<file path="config.mk">
export PLATFORM = sky130hd
export DESIGN_NAME = iob_regfile_drain
export DESIGN_NICKNAME = d
export VERILOG_FILES = /design/src/rtl/iob_regfile_drain_pkg.sv /design/src/rtl/iob_reg_re.sv /design/src/rtl/iob_regfile_drain.sv
export SDC_FILE = /design/constraint.sdc
export NUM_CORES = 1
export LEC_CHECK = 0
export CAP_MARGIN = 0
export CORE_ASPECT_RATIO = 1.2
export CORE_MARGIN = 4
export CORE_UTILIZATION = 40
export CTS_BUF_LIST = sky130_fd_sc_hd__clkbuf_8
export DETAILED_ROUTE_END_ITERATION = 8
export PLACE_DENSITY_LB_ADDON = 0.15
export SLEW_MARGIN = 20
export SYNTH_ARGS = -nofsm -noshare
export SYNTH_HDL_FRONTEND = slang
export SYNTH_HIERARCHICAL = 1
export SYNTH_SLANG_ARGS = --single-unit
</file>
<file path="constraint.sdc">
create_clock -name clk_i -period 3.5 [get_ports clk_i]
set_input_delay 0.7 -clock clk_i [delete_from_list [all_inputs] [get_ports clk_i]]
set_output_delay 0.7 -clock clk_i [all_outputs]
set_load 0.05 [all_outputs]
</file>
<file path="src/rtl/iob_regfile_drain_pkg.sv">
// Shared definitions for the register-file drain sequencer: FSM state
// encoding, default geometry and the entry-count helper.
package iob_regfile_drain_pkg;

    // Default register-file geometry.
    localparam int DEF_ADDR_W = 2;
    localparam int DEF_DATA_W = 21;

    // Binary 2-bit FSM encoding; the values are fixed so that waveforms and
    // any external decoding line up with the documented state numbers.
    typedef enum logic [1:0] {
        ST_IDLE = 2'd0,
        ST_SCAN = 2'd1,
        ST_OUT  = 2'd2,
        ST_DONE = 2'd3
    } drain_state_t;

    // Number of register-file entries the sequencer walks.
    function automatic int entry_count(input int addr_w);
        return 1 << addr_w;
    endfunction

endpackage : iob_regfile_drain_pkg

</file>
<file path="src/rtl/iob_reg_re.sv">
// Generic data register with asynchronous reset, synchronous reset, clock
// enable and load enable. Priority: arst_i > cke_i gating > rst_i > en_i.
module iob_reg_re #(
    parameter int                DATA_W  = 21,
    parameter logic [DATA_W-1:0] RST_VAL = '0
) (
    input  logic              clk_i,
    input  logic              arst_i,
    input  logic              cke_i,
    input  logic              rst_i,
    input  logic              en_i,
    input  logic [DATA_W-1:0] data_i,
    output logic [DATA_W-1:0] data_o
);

    logic [DATA_W-1:0] r_data;

    // Hold the value unless enabled; either reset returns it to RST_VAL.
    always_ff @(posedge clk_i or posedge arst_i) begin
        if (arst_i) begin
            r_data <= RST_VAL;
        end else if (cke_i) begin
            if (rst_i) begin
                r_data <= RST_VAL;
            end else if (en_i) begin
                // NOTE: sequential state is always assigned with <= so every
                // register samples the pre-edge value of its inputs.
                r_data <= data_i;
            end
        end
    end

    assign data_o = r_data;

endmodule : iob_reg_re

</file>
<file path="src/rtl/iob_regfile_drain.sv">
// Read-side drain sequencer for the single-port cache register file.
// On an accepted start it snapshots the select mask, walks every entry in
// address order and emits each selected entry on a valid/ready stream,
// tagged with its address. While busy it owns the register-file address.
module iob_regfile_drain
    import iob_regfile_drain_pkg::*;
#(
    parameter int ADDR_W = DEF_ADDR_W,
    parameter int DATA_W = DEF_DATA_W
) (
    input  logic                   clk_i,
    input  logic                   arst_n_i,
    input  logic                   cke_i,
    input  logic                   start_i,
    input  logic [(2**ADDR_W)-1:0] mask_i,
    output logic                   busy_o,
    output logic                   done_o,
    output logic [ADDR_W-1:0]      rf_addr_o,
    input  logic [DATA_W-1:0]      rf_d_i,
    output logic                   m_valid_o,
    input  logic                   m_ready_i,
    output logic [ADDR_W-1:0]      m_addr_o,
    output logic [DATA_W-1:0]      m_data_o
);

    localparam int                N_ENTRIES = entry_count(ADDR_W);
    localparam logic [ADDR_W-1:0] LAST_PTR  = {ADDR_W{1'b1}};

    // FSM state and registered outputs.
    drain_state_t           r_state;
    logic [ADDR_W-1:0]      r_ptr;
    logic [N_ENTRIES-1:0]   r_mask_q;
    logic                   r_busy;
    logic                   r_done;
    logic                   r_valid;

    // Decoded conditions shared by the FSM and the beat register.
    logic                   w_sel;
    logic                   w_last;
    logic                   w_hs;
    logic                   w_capture;
    logic                   w_arst;
    logic [ADDR_W+DATA_W-1:0] w_beat_d;
    logic [ADDR_W+DATA_W-1:0] w_beat_q;

    assign w_sel     = r_mask_q[r_ptr];
    assign w_last    = (r_ptr == LAST_PTR);
    // Ready only matters while a beat is actually being offered.
    assign w_hs      = r_valid & m_ready_i;
    assign w_capture = (r_state == ST_SCAN) & w_sel;
    assign w_arst    = ~arst_n_i;
    assign w_beat_d  = {r_ptr, rf_d_i};

    // Sequencer FSM: snapshot on start, scan one entry per cycle, stall in
    // OUT until the beat is accepted, then pulse done for one cycle.
    always_ff @(posedge clk_i or negedge arst_n_i) begin
        if (!arst_n_i) begin
            r_state  <= ST_IDLE;
            r_ptr    <= '0;
            // NOTE: the mask snapshot is a plain register, not storage
            // array, so it gets a reset like every other control flop.
            r_mask_q <= '0;
            r_busy   <= 1'b0;
            r_done   <= 1'b0;
            r_valid  <= 1'b0;
        end else if (cke_i) begin
            // done is a single-cycle pulse; only the entry into DONE sets it.
            r_done <= 1'b0;
            case (r_state)
                ST_IDLE: begin
                    if (start_i) begin
                        r_mask_q <= mask_i;
                        r_ptr    <= '0;
                        r_busy   <= 1'b1;
                        r_state  <= ST_SCAN;
                    end
                end
                ST_SCAN: begin
                    if (w_sel) begin
                        r_valid <= 1'b1;
                        r_state <= ST_OUT;
                    end else if (w_last) begin
                        r_done  <= 1'b1;
                        r_state <= ST_DONE;
                    end else begin
                        r_ptr <= r_ptr + 1'b1;
                    end
                end
                ST_OUT: begin
                    // Termination is checked before any increment, so the
                    // pointer never wraps past the last entry.
                    if (w_hs) begin
                        r_valid <= 1'b0;
                        if (w_last) begin
                            r_done  <= 1'b1;
                            r_state <= ST_DONE;
                        end else begin
                            r_ptr   <= r_ptr + 1'b1;
                            r_state <= ST_SCAN;
                        end
                    end
                end
                ST_DONE: begin
                    // start is deliberately not looked at here: it is not
                    // queued, even in the cycle DONE is exited.
                    r_busy  <= 1'b0;
                    r_state <= ST_IDLE;
                end
                default: begin
                    r_state <= ST_IDLE;
                end
            endcase
        end
    end

    // Beat holding register: loads address and data when a selected entry
    // is scanned and holds them through any amount of backpressure.
    iob_reg_re #(
        .DATA_W (ADDR_W + DATA_W)
    ) u_beat_reg (
        .clk_i  (clk_i),
        .arst_i (w_arst),
        .cke_i  (cke_i),
        .rst_i  (1'b0),
        .en_i   (w_capture),
        .data_i (w_beat_d),
        .data_o (w_beat_q)
    );

    assign m_addr_o  = w_beat_q[ADDR_W+DATA_W-1:DATA_W];
    assign m_data_o  = w_beat_q[DATA_W-1:0];
    assign m_valid_o = r_valid;
    assign busy_o    = r_busy;
    assign done_o    = r_done;
    // The address bus is only driven from the pointer while the pass owns it.
    assign rf_addr_o = r_busy ? r_ptr : '0;

endmodule : iob_regfile_drain

</file>
==> results of run 1 <==
-- synth_stat cells --
master,number
mux4_2,1
or3_1,1
and4_1,1
nor2b_1,2
and2b_1,1
and2_1,2
o2bb2ai_1,2
dfrtp_1,34
o21ai_0,1
nand2b_4,1
o221ai_1,9
a22o_1,13
nand4_1,1
a2bb2oi_1,1
or2_1,1
and4b_1,2
nand4b_1,1
o22ai_1,1
nand2b_1,9
mux2_2,4
nand3_1,12
mux2i_1,2
a21o_1,1
o21ai_1,1
conb_1,1
mux2_1,1
nor3b_4,1
and3b_1,1
and2_4,1
buf_2,5
inv_2,1
nand2_1,8
inv_1,16
ha_1,6
buf_6,1
a31oi_1,1
a221oi_2,1
clkbuf_1,1
nor2_1,2
a211o_1,2
a21oi_1,1
-- worst register-to-register path, cell delays in order, from the launching register on --
cell     delay (ps)
dfrtp_1         470
mux4_2          590
and2_4          260
o21ai_1         700
a22o_1          260
-- flip-flops by register name, summed over array words and instances (netlist names) --
name,cells
r_mask_q,4
u_beat_reg/data_o,23
busy_o,1
r_ptr,2
m_valid_o,1
r_state,2
done_o,1
-- power by group through the flow --
stage / clock [µW] / sequential, µW / combinational, µW
final: 291 / 636 / 1050
after CTS: 299 / 637 / 1060
after detailed placement: 0 / 643 / 1050
after floorplan: 0 / 913 / 454
after global routing: 318 / 658 / 1120
after global placement: 0 / 632 / 1030
-- per-stage QoR --
stage	hold WS (ps)	cells	setup slack, ps
2_1_floorplan	404	159	1630
3_3_place_gp	482	265	951
3_5_place_dp	486	265	888
4_1_cts	506	273	1070
5_1_grt	514	273	1010
6_report	502	273	1080
-- how the worst max path moves through the flow --
stage | start | to | slack, ps | cells past startpoint
5_1_grt | r_ptr[0] | rf_addr_o[0] | 1010 | 2
2_1_floorplan | m_valid_o | r_ptr[0] | 1630 | 4
3_3_place_gp | cke_i | r_ptr[0] | 950 | 6
3_5_place_dp | cke_i | r_ptr[0] | 890 | 6
6_report | r_ptr[1] | rf_addr_o[1] | 1080 | 2
4_1_cts | r_ptr[0] | rf_addr_o[0] | 1070 | 2
-- final cells by class --
type	instances	area (µm²)	share of cell area
well taps	54	67.6	0.0277
clock inverters	2	8.76	0.00360
clock buffers	6	82.6	0.0339
multi-input cells	101	776	0.319
repair buffers	59	586	0.240
flip-flops and latches	34	851	0.349
inverters	17	63.8	0.0262
-- cell families after synthesis --
kind of cell | count (synthesis) | share of synthesized area
AND/OR/NAND/NOR | 47 | 0.171
multiplexers | 8 | 0.0577
buffers and inverters | 24 | 0.0607
AO/OA/AOI/OAI | 34 | 0.167
adder cells (fa/ha/maj) | 6 | 0.0439
flip-flops | 34 | 0.497
other | 1 | 0.00219
-- routing by layer --
metal  global-route usage  vias up
met4               0.0588        0
met3               0.0451        6
li1                     -      677
met2                0.285       50
met1                0.197      689
met5                    0        -
==> qor.yml, run 1 <==
status:
  status: "finished, final reports clean"
final_layout:
  final_common_cell: "clkdlybuf4s50_1"
  drive_gt1_frac: 0.0868
  insertedDiodeCount: 0
  synthToLayoutAreaGrowth_pct: 42.3
  nets: 254
  final_cell_mix: "clkdlybuf4s50_1 (57), dfrtp_1 (34), inv_1 (17)"
  finish.utilization: 0.603
  final.fill_count: 340
  final_area_um2: 2430
route:
  vias: 1422
  wl_per_cell_um: 15.0
  met2WireLength_um: 2080
  drc: 0
  wl_met1_um: 1690
  routed.top_layer: "met4"
  ant_nets: 0
  finalWirelength_um: 4090
  wl_met3_um: 271
  dr.first_iter.drc_count: 83
  via_per_inst: 5.21
  drt_first_pass_iters: 4
worst_setup_path:
  r2r-end: "u_beat_reg/data_o[8]"
  critPathMaxFanout: 6
  path_cells: "and2_1 > clkdlybuf4s50_1"
  worstPathArrival_ps: 1720
  end_kind: "output pin"
  critPathBufInv: 1
  crit_type: "register to output pin"
  ff2ff_setup_slack_ps: 1170
  rr_worst_depth: 4
  cp.required_ps: 2800
  crit_family: "buffers and inverters"
  start_kind: "register"
  r2r-start: "r_ptr[0]"
  slowest_stage: "clkdlybuf4s50_1"
  max_stage_delay_ps: 800
place:
  portBuffers: 57
  place_area_um2: 2340
  dp_hpwl_um: 3080
  globalplace.congestion: 0.831
min_path:
  hold_depth: 1
  min_from: "u_beat_reg/data_o[15]"
  worstHoldEndpoint: "u_beat_reg/data_o[15]"
  hold_class: "register to register"
yosys:
  synth_top_area_frac: 0.497
  netlist_area_um2: 1710
  synth_top_cell_by_area: "dfrtp_1"
  syn-instance-count: 154
  synth_warnings: 6
  ys_seq_area_frac: 0.497
  synth-seq-cells: 34
  syn_area_per_cell_um2: 11.1
  netlist-cell-type-count: 41
  netlist_top_cells_area: "dfrtp_1 (50%), a22o_1 (6.7%), o221ai_1 (4.6%)"
pwr:
  finalPower_uw: 1980
  leakage_uw: 0.00109
  p_per_area_nw_per_um2: 813
  clock_power_share: 0.147
  peakVddDrop_v: 0.000375
  seq_power_share: 0.321
  power.internal_uw: 1100
  switching_power_uw: 877
  switching_share: 0.443
  comb_power_share: 0.532
die:
  die_h_um: 79.7
  rows: 25
  dieWidth_um: 67.7
  core_area_um2: 4040
  ioPinCount: 58
  initial_core_util: 0.424
  die_area_um2: 5390
clocking:
  cts.repair.resized: 0
  h-tree-depth: 2
  clk_latency_ps: 280
  cts-root-buf: "clkbuf_8"
  cts_buffer_depth: 2
  numCtsBuffers: 5
  cts.clk_slew.worst_paths_ps: 70
  postCtsSetupBuffers: 0
  cts.sinks: 34
  cts_tree: "done"
  cts_hold_buf: 0
global_routing:
  grt_max_degree: 32
  grt_pass1_wl_um: 6820
  grt_antenna_before_repair: 0
  first_global_vias: 1482
  grt_use_total: 0.167
  grt-ovfl-total: 0
timing:
  setup_tns_ps: 0
  finalCritPeriodShare: 0.690
  hold_viol: 0
  min_period_ps: 2420
  fin_skew_ps: 5.24
  drv_slew: 0
  worst_pin_slew_ps: 862
  setup_viol: 0
  grt_setup_unrepaired: "no"
  max_freq_ghz: 0.414
  slew_headroom: 0.422
run:
  cap_viol_max_count: 0
(Power assumes the default switching activity.)
==> inputs of run 2 (changes only) <==
Clock period 3.5 ns to 2.01 ns, I/O delays scaled along.
==> qor.yml, run 2 (same netlist as run 1, synthesis figures left out) <==
status:
  status: "finished, final reports clean"  # unchanged
die:
  core_area_um2: 4040  # unchanged
  die_area_um2: 5390  # unchanged
  ioPinCount: 58  # unchanged
  die_h_um: 79.7  # unchanged
  initial_core_util: 0.424  # unchanged
  rows: 25  # unchanged
  dieWidth_um: 67.7  # unchanged
pwr:
  seq_power_share: 0.305  # was 0.321
  p_per_area_nw_per_um2: 1430  # was 813 nW/µm²
  switching_share: 0.426  # was 0.443
  finalPower_uw: 3550  # was 1980 µW
  switching_power_uw: 1510  # was 877 µW
  power.internal_uw: 2040  # was 1100 µW
  comb_power_share: 0.528  # was 0.532
  leakage_uw: 0.00113  # was 0.00109 µW
  peakVddDrop_v: 0.000706  # was 0.000375 V
  clock_power_share: 0.167  # was 0.147
worst_setup_path:
  critPathMaxFanout: 5  # was 6
  ff2ff_setup_slack_ps: 140  # was 1170 ps
  r2r-start: "r_state[1]"  # was r_ptr[0]
  cp.required_ps: 1610  # was 2800 ps
  cp-startpoint: "busy_o"  # was r_ptr[1]
  cp-endpoint: "busy_o"  # was rf_addr_o[1]
  crit_family: "buffers and inverters"  # unchanged
  rr_worst_depth: 5  # was 4
  path_cells: "clkdlybuf4s50_1"  # was and2_1 > clkdlybuf4s50_1
  start_kind: "register"  # unchanged
  crit_cells: 1  # was 2
  slowest_stage: "clkdlybuf4s50_1"  # unchanged
  r2r-end: "r_ptr[0]"  # was u_beat_reg/data_o[8]
  end_kind: "output pin"  # unchanged
  critPathBufInv: 1  # unchanged
  crit_type: "register to output pin"  # unchanged
  worstPathArrival_ps: 1520  # was 1720 ps
  max_stage_delay_ps: 840  # was 800 ps
place:
  portBuffers: 57  # unchanged
  globalplace.congestion: 0.841  # was 0.831
  dp_hpwl_um: 3100  # was 3080 µm
route:
  drc: 0  # unchanged
  finalWirelength_um: 4020  # was 4090 µm
  via_per_inst: 5.11  # was 5.21
  ant_nets: 0  # unchanged
  wl_per_cell_um: 14.4  # was 15.0 µm
  drt_first_pass_iters: 4  # unchanged
  dr.first_iter.drc_count: 88  # was 83
  vias: 1425  # was 1422
clocking:
  cts_buffer_depth: 2  # unchanged
  cts_tree: "done"  # unchanged
  h-tree-depth: 2  # unchanged
  numCtsBuffers: 5  # unchanged
  cts.clk_slew.worst_paths_ps: 70  # about the same
  cts.sinks: 34  # unchanged
  cts-root-buf: "clkbuf_8"  # unchanged
  postCtsSetupBuffers: 0  # unchanged
  clk_latency_ps: 280  # about the same
timing:
  fin_skew_ps: 5.96  # was 5.24 ps
  setup_tns_ps: 0  # unchanged
  max_freq_ghz: 0.520
  setup_viol: 0  # unchanged
  worst_pin_slew_ps: 510  # was 862 ps
  hold_viol: 0  # unchanged
  min_period_ps: 1920
  grt_setup_unrepaired: "no"  # unchanged
  slew_headroom: 0.659  # was 0.422
  drv_slew: 0  # unchanged
  finalCritPeriodShare: 0.957
final_layout:
  drive_gt1_frac: 0.124  # was 0.0868
  finish.utilization: 0.617  # was 0.603
  largest_reg_flops: 23  # unchanged
  nets: 260  # was 254
  final_cell_mix: "clkdlybuf4s50_1 (54), dfrtp_1 (34), inv_1 (18)"  # was clkdlybuf4s50_1 (57), dfrtp_1 (34), inv_1 (17)
  insertedDiodeCount: 0  # unchanged
  synthToLayoutAreaGrowth_pct: 45.4  # was 42.3%
  final_common_cell: "clkdlybuf4s50_1"  # unchanged
global_routing:
  grt_use_total: 0.167  # about the same
  grt_pass1_wl_um: 6920  # was 6820 µm
  grt_antenna_before_repair: 0  # unchanged
  grt-ovfl-total: 0  # unchanged
  first_global_vias: 1515  # was 1482
  grt_max_degree: 31  # was 32
min_path:
  hold_class: "input pin to asynchronous set/reset pin"  # was register to register
run:
  cap_viol_max_count: 0  # unchanged
[run 2: cell count changes in the layout (fill, tap and decap cells not counted), sizes merged]
cell | previous run | this run
inv | 18 | 19
clkbuf | 6 | 5
bufinv | 0 | 1
clkinv | 1 | 0
buf | 2 | 11
clkdlybuf4s50 | 57 | 54
[run 2: per-layer routing]
metal,global-route usage,vias to the layer above,part of all wire
met3,0.0451,6,0.065
met5,0,-,0
li1,-,689,-
met2,0.281,50,0.51
met1,0.202,680,0.41
met4,0.0568,0,0.014
[run 2: per-stage QoR]
| stage | hold slack (ps) | cell area (µm²) | instances | setup slack [ps] |
|---|---|---|---|---|
| after floorplan | 106 | 1730 | 159 | 143 |
| after global placement | 475 | 2380 | 271 | 63.6 |
| after detailed placement | 482 | 2380 | 271 | 38.7 |
| after CTS | 437 | 2490 | 279 | 72.2 |
| after global routing | 452 | 2490 | 279 | 19.9 |
| final | 443 | 2490 | 279 | 85.5 |
[run 2: power groups by stage]
| stage | sequential, µW | clock (µW) | combinational, µW |
|---|---|---|---|
| after global routing | 1120 | 638 | 2010 |
| after detailed placement | 1100 | 0 | 1890 |
| after CTS | 1090 | 609 | 1890 |
| final | 1080 | 592 | 1880 |
| after floorplan | 1590 | 0 | 790 |
| after global placement | 1080 | 0 | 1840 |
[run 2: how the worst min path moves through the flow]
stage                          from                   end  slack [ps]  cells after the start
2_1_floorplan              arst_n_i                busy_o         110                      0
3_3_place_gp                 done_o                done_o         470                      2
3_5_place_dp   u_beat_reg/data_o[7]  u_beat_reg/data_o[7]         480                      1
4_1_cts                    arst_n_i                done_o         440                      2
5_1_grt                    arst_n_i                done_o         450                      2
6_report                   arst_n_i                done_o         440                      2
[run 2: layout make-up]
cell class | count | area (µm²)
inverter | 17 | 63.8
tap | 54 | 67.6
sequential | 34 | 851
multi-input combinational | 101 | 777
fill | 334 | 1550
clock buffer | 5 | 68.8
clock inverter | 3 | 37.5
timing repair buffer | 65 | 623
[run 2: timing repair]
action,4_1_cts,5_1_grt
resized for setup,0,1
setup endpoints to repair,0,8
hold buffers,0,0
==> inputs of run 3 (changes only) <==
Settings changed: CAP_MARGIN 0 to 20, PLACE_DENSITY set to 0.71, PLACE_DENSITY_LB_ADDON 0.15 to not set.
==> qor.yml, run 3 (same netlist as run 1, synthesis figures left out) <==
status:
  status: "finished, final reports clean"  # unchanged
global_routing:
  first_global_vias: 1503  # was 1515
  grt_pass1_wl_um: 7070  # was 6920 µm
  grt-ovfl-total: 0  # unchanged
  grt_use_total: 0.172  # was 0.167
  grt_max_degree: 31  # unchanged
  grt_antenna_before_repair: 0  # unchanged
timing:
  finalWorstSetupSlack_ps: 121  # was 85.5 ps
  setup_tns_ps: 0  # unchanged
  fin_skew_ps: 6.62  # was 5.96 ps
  hold_viol: 0  # unchanged
  worst_pin_slew_ps: 522  # was 510 ps
  max_freq_ghz: 0.529  # was 0.520 GHz
  min_period_ps: 1890  # was 1920 ps
  finalCritPeriodShare: 0.940  # was 0.957
  grt_setup_unrepaired: "no"  # unchanged
  setup_viol: 0  # unchanged
  slew_headroom: 0.651  # was 0.659
  drv_slew: 0  # unchanged
pwr:
  switching_power_uw: 1530  # was 1510 µW
  finalPower_uw: 3450  # was 3550 µW
  clock_power_share: 0.134  # was 0.167
  peakVddDrop_v: 0.000640  # was 0.000706 V
  switching_share: 0.444  # was 0.426
  power.internal_uw: 1920  # was 2040 µW
  comb_power_share: 0.548  # was 0.528
  p_per_area_nw_per_um2: 1400  # was 1430 nW/µm²
  leakage_uw: 0.00111  # was 0.00113 µW
  seq_power_share: 0.318  # was 0.305
die:
  ioPinCount: 58  # unchanged
  die_area_um2: 5390  # unchanged
  rows: 25  # unchanged
  dieWidth_um: 67.7  # unchanged
  initial_core_util: 0.424  # unchanged
  core_area_um2: 4040  # unchanged
  die_h_um: 79.7  # unchanged
worst_setup_path:
  rr_worst_depth: 4  # was 5
  r2r-end: "r_ptr[0]"  # unchanged
  r2r-start: "r_ptr[0]"  # was r_state[1]
  worstPathArrival_ps: 2050  # was 1520 ps
  crit_type: "register to register"  # was register to output pin
  ff2ff_setup_slack_ps: 120  # was 140 ps
  start_kind: "register"  # unchanged
  cp.required_ps: 2170  # was 1610 ps
  end_kind: "register"  # was output pin
  critPathMaxFanout: 17  # was 5
clocking:
  cts.sinks: 34  # unchanged
  cts-root-buf: "clkbuf_8"  # unchanged
  cts_tree: "done"  # unchanged
  cts_buffer_depth: 2  # unchanged
  cts_hold_buf: 0  # unchanged
  clk_latency_ps: 280  # about the same
  h-tree-depth: 2  # unchanged
  numCtsBuffers: 5  # unchanged
  cts.clk_slew.worst_paths_ps: 60  # was 70 ps
final_layout:
  largest_reg_flops: 23  # unchanged
  nets: 260  # unchanged
  drive_gt1_frac: 0.147  # was 0.124
  synthToLayoutAreaGrowth_pct: 44.2  # was 45.4%
  final_cell_mix: "clkdlybuf4s50_1 (53), dfrtp_1 (32), inv_1 (16)"  # was clkdlybuf4s50_1 (54), dfrtp_1 (34), inv_1 (18)
  insertedDiodeCount: 0  # unchanged
  final_common_cell: "clkdlybuf4s50_1"  # unchanged
place:
  dp_hpwl_um: 3040  # was 3100 µm
  place_ws_ps: 9.50  # was 38.7 ps
  globalplace.congestion: 0.778  # was 0.841
  portBuffers: 57  # unchanged
route:
  wl_met1_um: 1680  # was 1660 µm
  vias: 1408  # was 1425
  wl_met3_um: 285  # was 261 µm
  finalWirelength_um: 4110  # was 4020 µm
  via_per_inst: 5.06  # was 5.11
  drt_first_pass_iters: 4  # unchanged
  dr.first_iter.drc_count: 55  # was 88
  wl_per_cell_um: 14.8  # was 14.4 µm
  met2WireLength_um: 2120  # was 2040 µm
  ant_nets: 0  # unchanged
  drc: 0  # unchanged
  routed.top_layer: "met4"  # unchanged
min_path:
  hold_class: "input pin to asynchronous set/reset pin"  # unchanged
run:
  cap_viol_max_count: 0  # unchanged
## run 3: changes by cell type in the layout (fill, tap and decap cells not counted), sizes merged
cell           before  now
buf                11   12
clkdlybuf4s50      54   53
clkinv              0    2
bufinv              1    0
inv                19   17
## run 3: what timing repair did
item / in CTS / in global routing
gates resized for setup: 0 / 4
endpoints found under the setup margin: 0 / 15
buffers inserted: 0 / 1
## run 3: worst max path at each step
stage / startpoint / slack, ps / endpoint / depth (start not counted)
global route: r_ptr[0] / 20 / r_ptr[0] / 4
CTS: r_ptr[0] / 60 / u_beat_reg/data_o[13] / 4
detailed placement: start_i / 9 / r_ptr[0] / 5
floorplan: m_valid_o / 140 / r_ptr[0] / 4
global placement: start_i / 60 / r_ptr[0] / 5
finish: r_ptr[0] / 120 / r_ptr[0] / 4
## run 3: critical path, stage by stage (launching register included)
cell and delay [ps]:
dfrtp_1 390, mux4_2 550, and2_4 250, nor3b_4 240, mux2_1 340
## run 3: cell type report
cell class / count / area, µm²
clock buffer: 5 / 68.8
clock inverter: 2 / 10.0
fill: 323 / 1570
inverter: 17 / 63.8
multi-input combinational: 101 / 783
sequential: 34 / 853
tap: 54 / 67.6
timing repair buffer: 65 / 621
## run 3: metal layers
metal,vias up,GRT usage
met4,0,0.0751
met5,-,0
met3,2,0.0394
met2,51,0.290
met1,665,0.205
li1,690,-
## run 3: metrics by stage
step / instances / hold WS (ps) / area, µm² / utilization
CTS: 277 / 450 / 2450 / 0.607
detailed placement: 270 / 473 / 2370 / 0.588
global route: 278 / 467 / 2470 / 0.611
global placement: 270 / 471 / 2370 / 0.588
floorplan: 159 / 106 / 1730 / -
finish: 278 / 449 / 2470 / 0.611
## run 3: power groups by stage
stage | clock (µW) | sequential, µW | combinational, µW
detailed placement | 0 | 1110 | 1860
global route | 519 | 1130 | 2020
global placement | 0 | 1090 | 1820
CTS | 484 | 1090 | 1880
floorplan | 0 | 1590 | 790
finish | 463 | 1090 | 1890
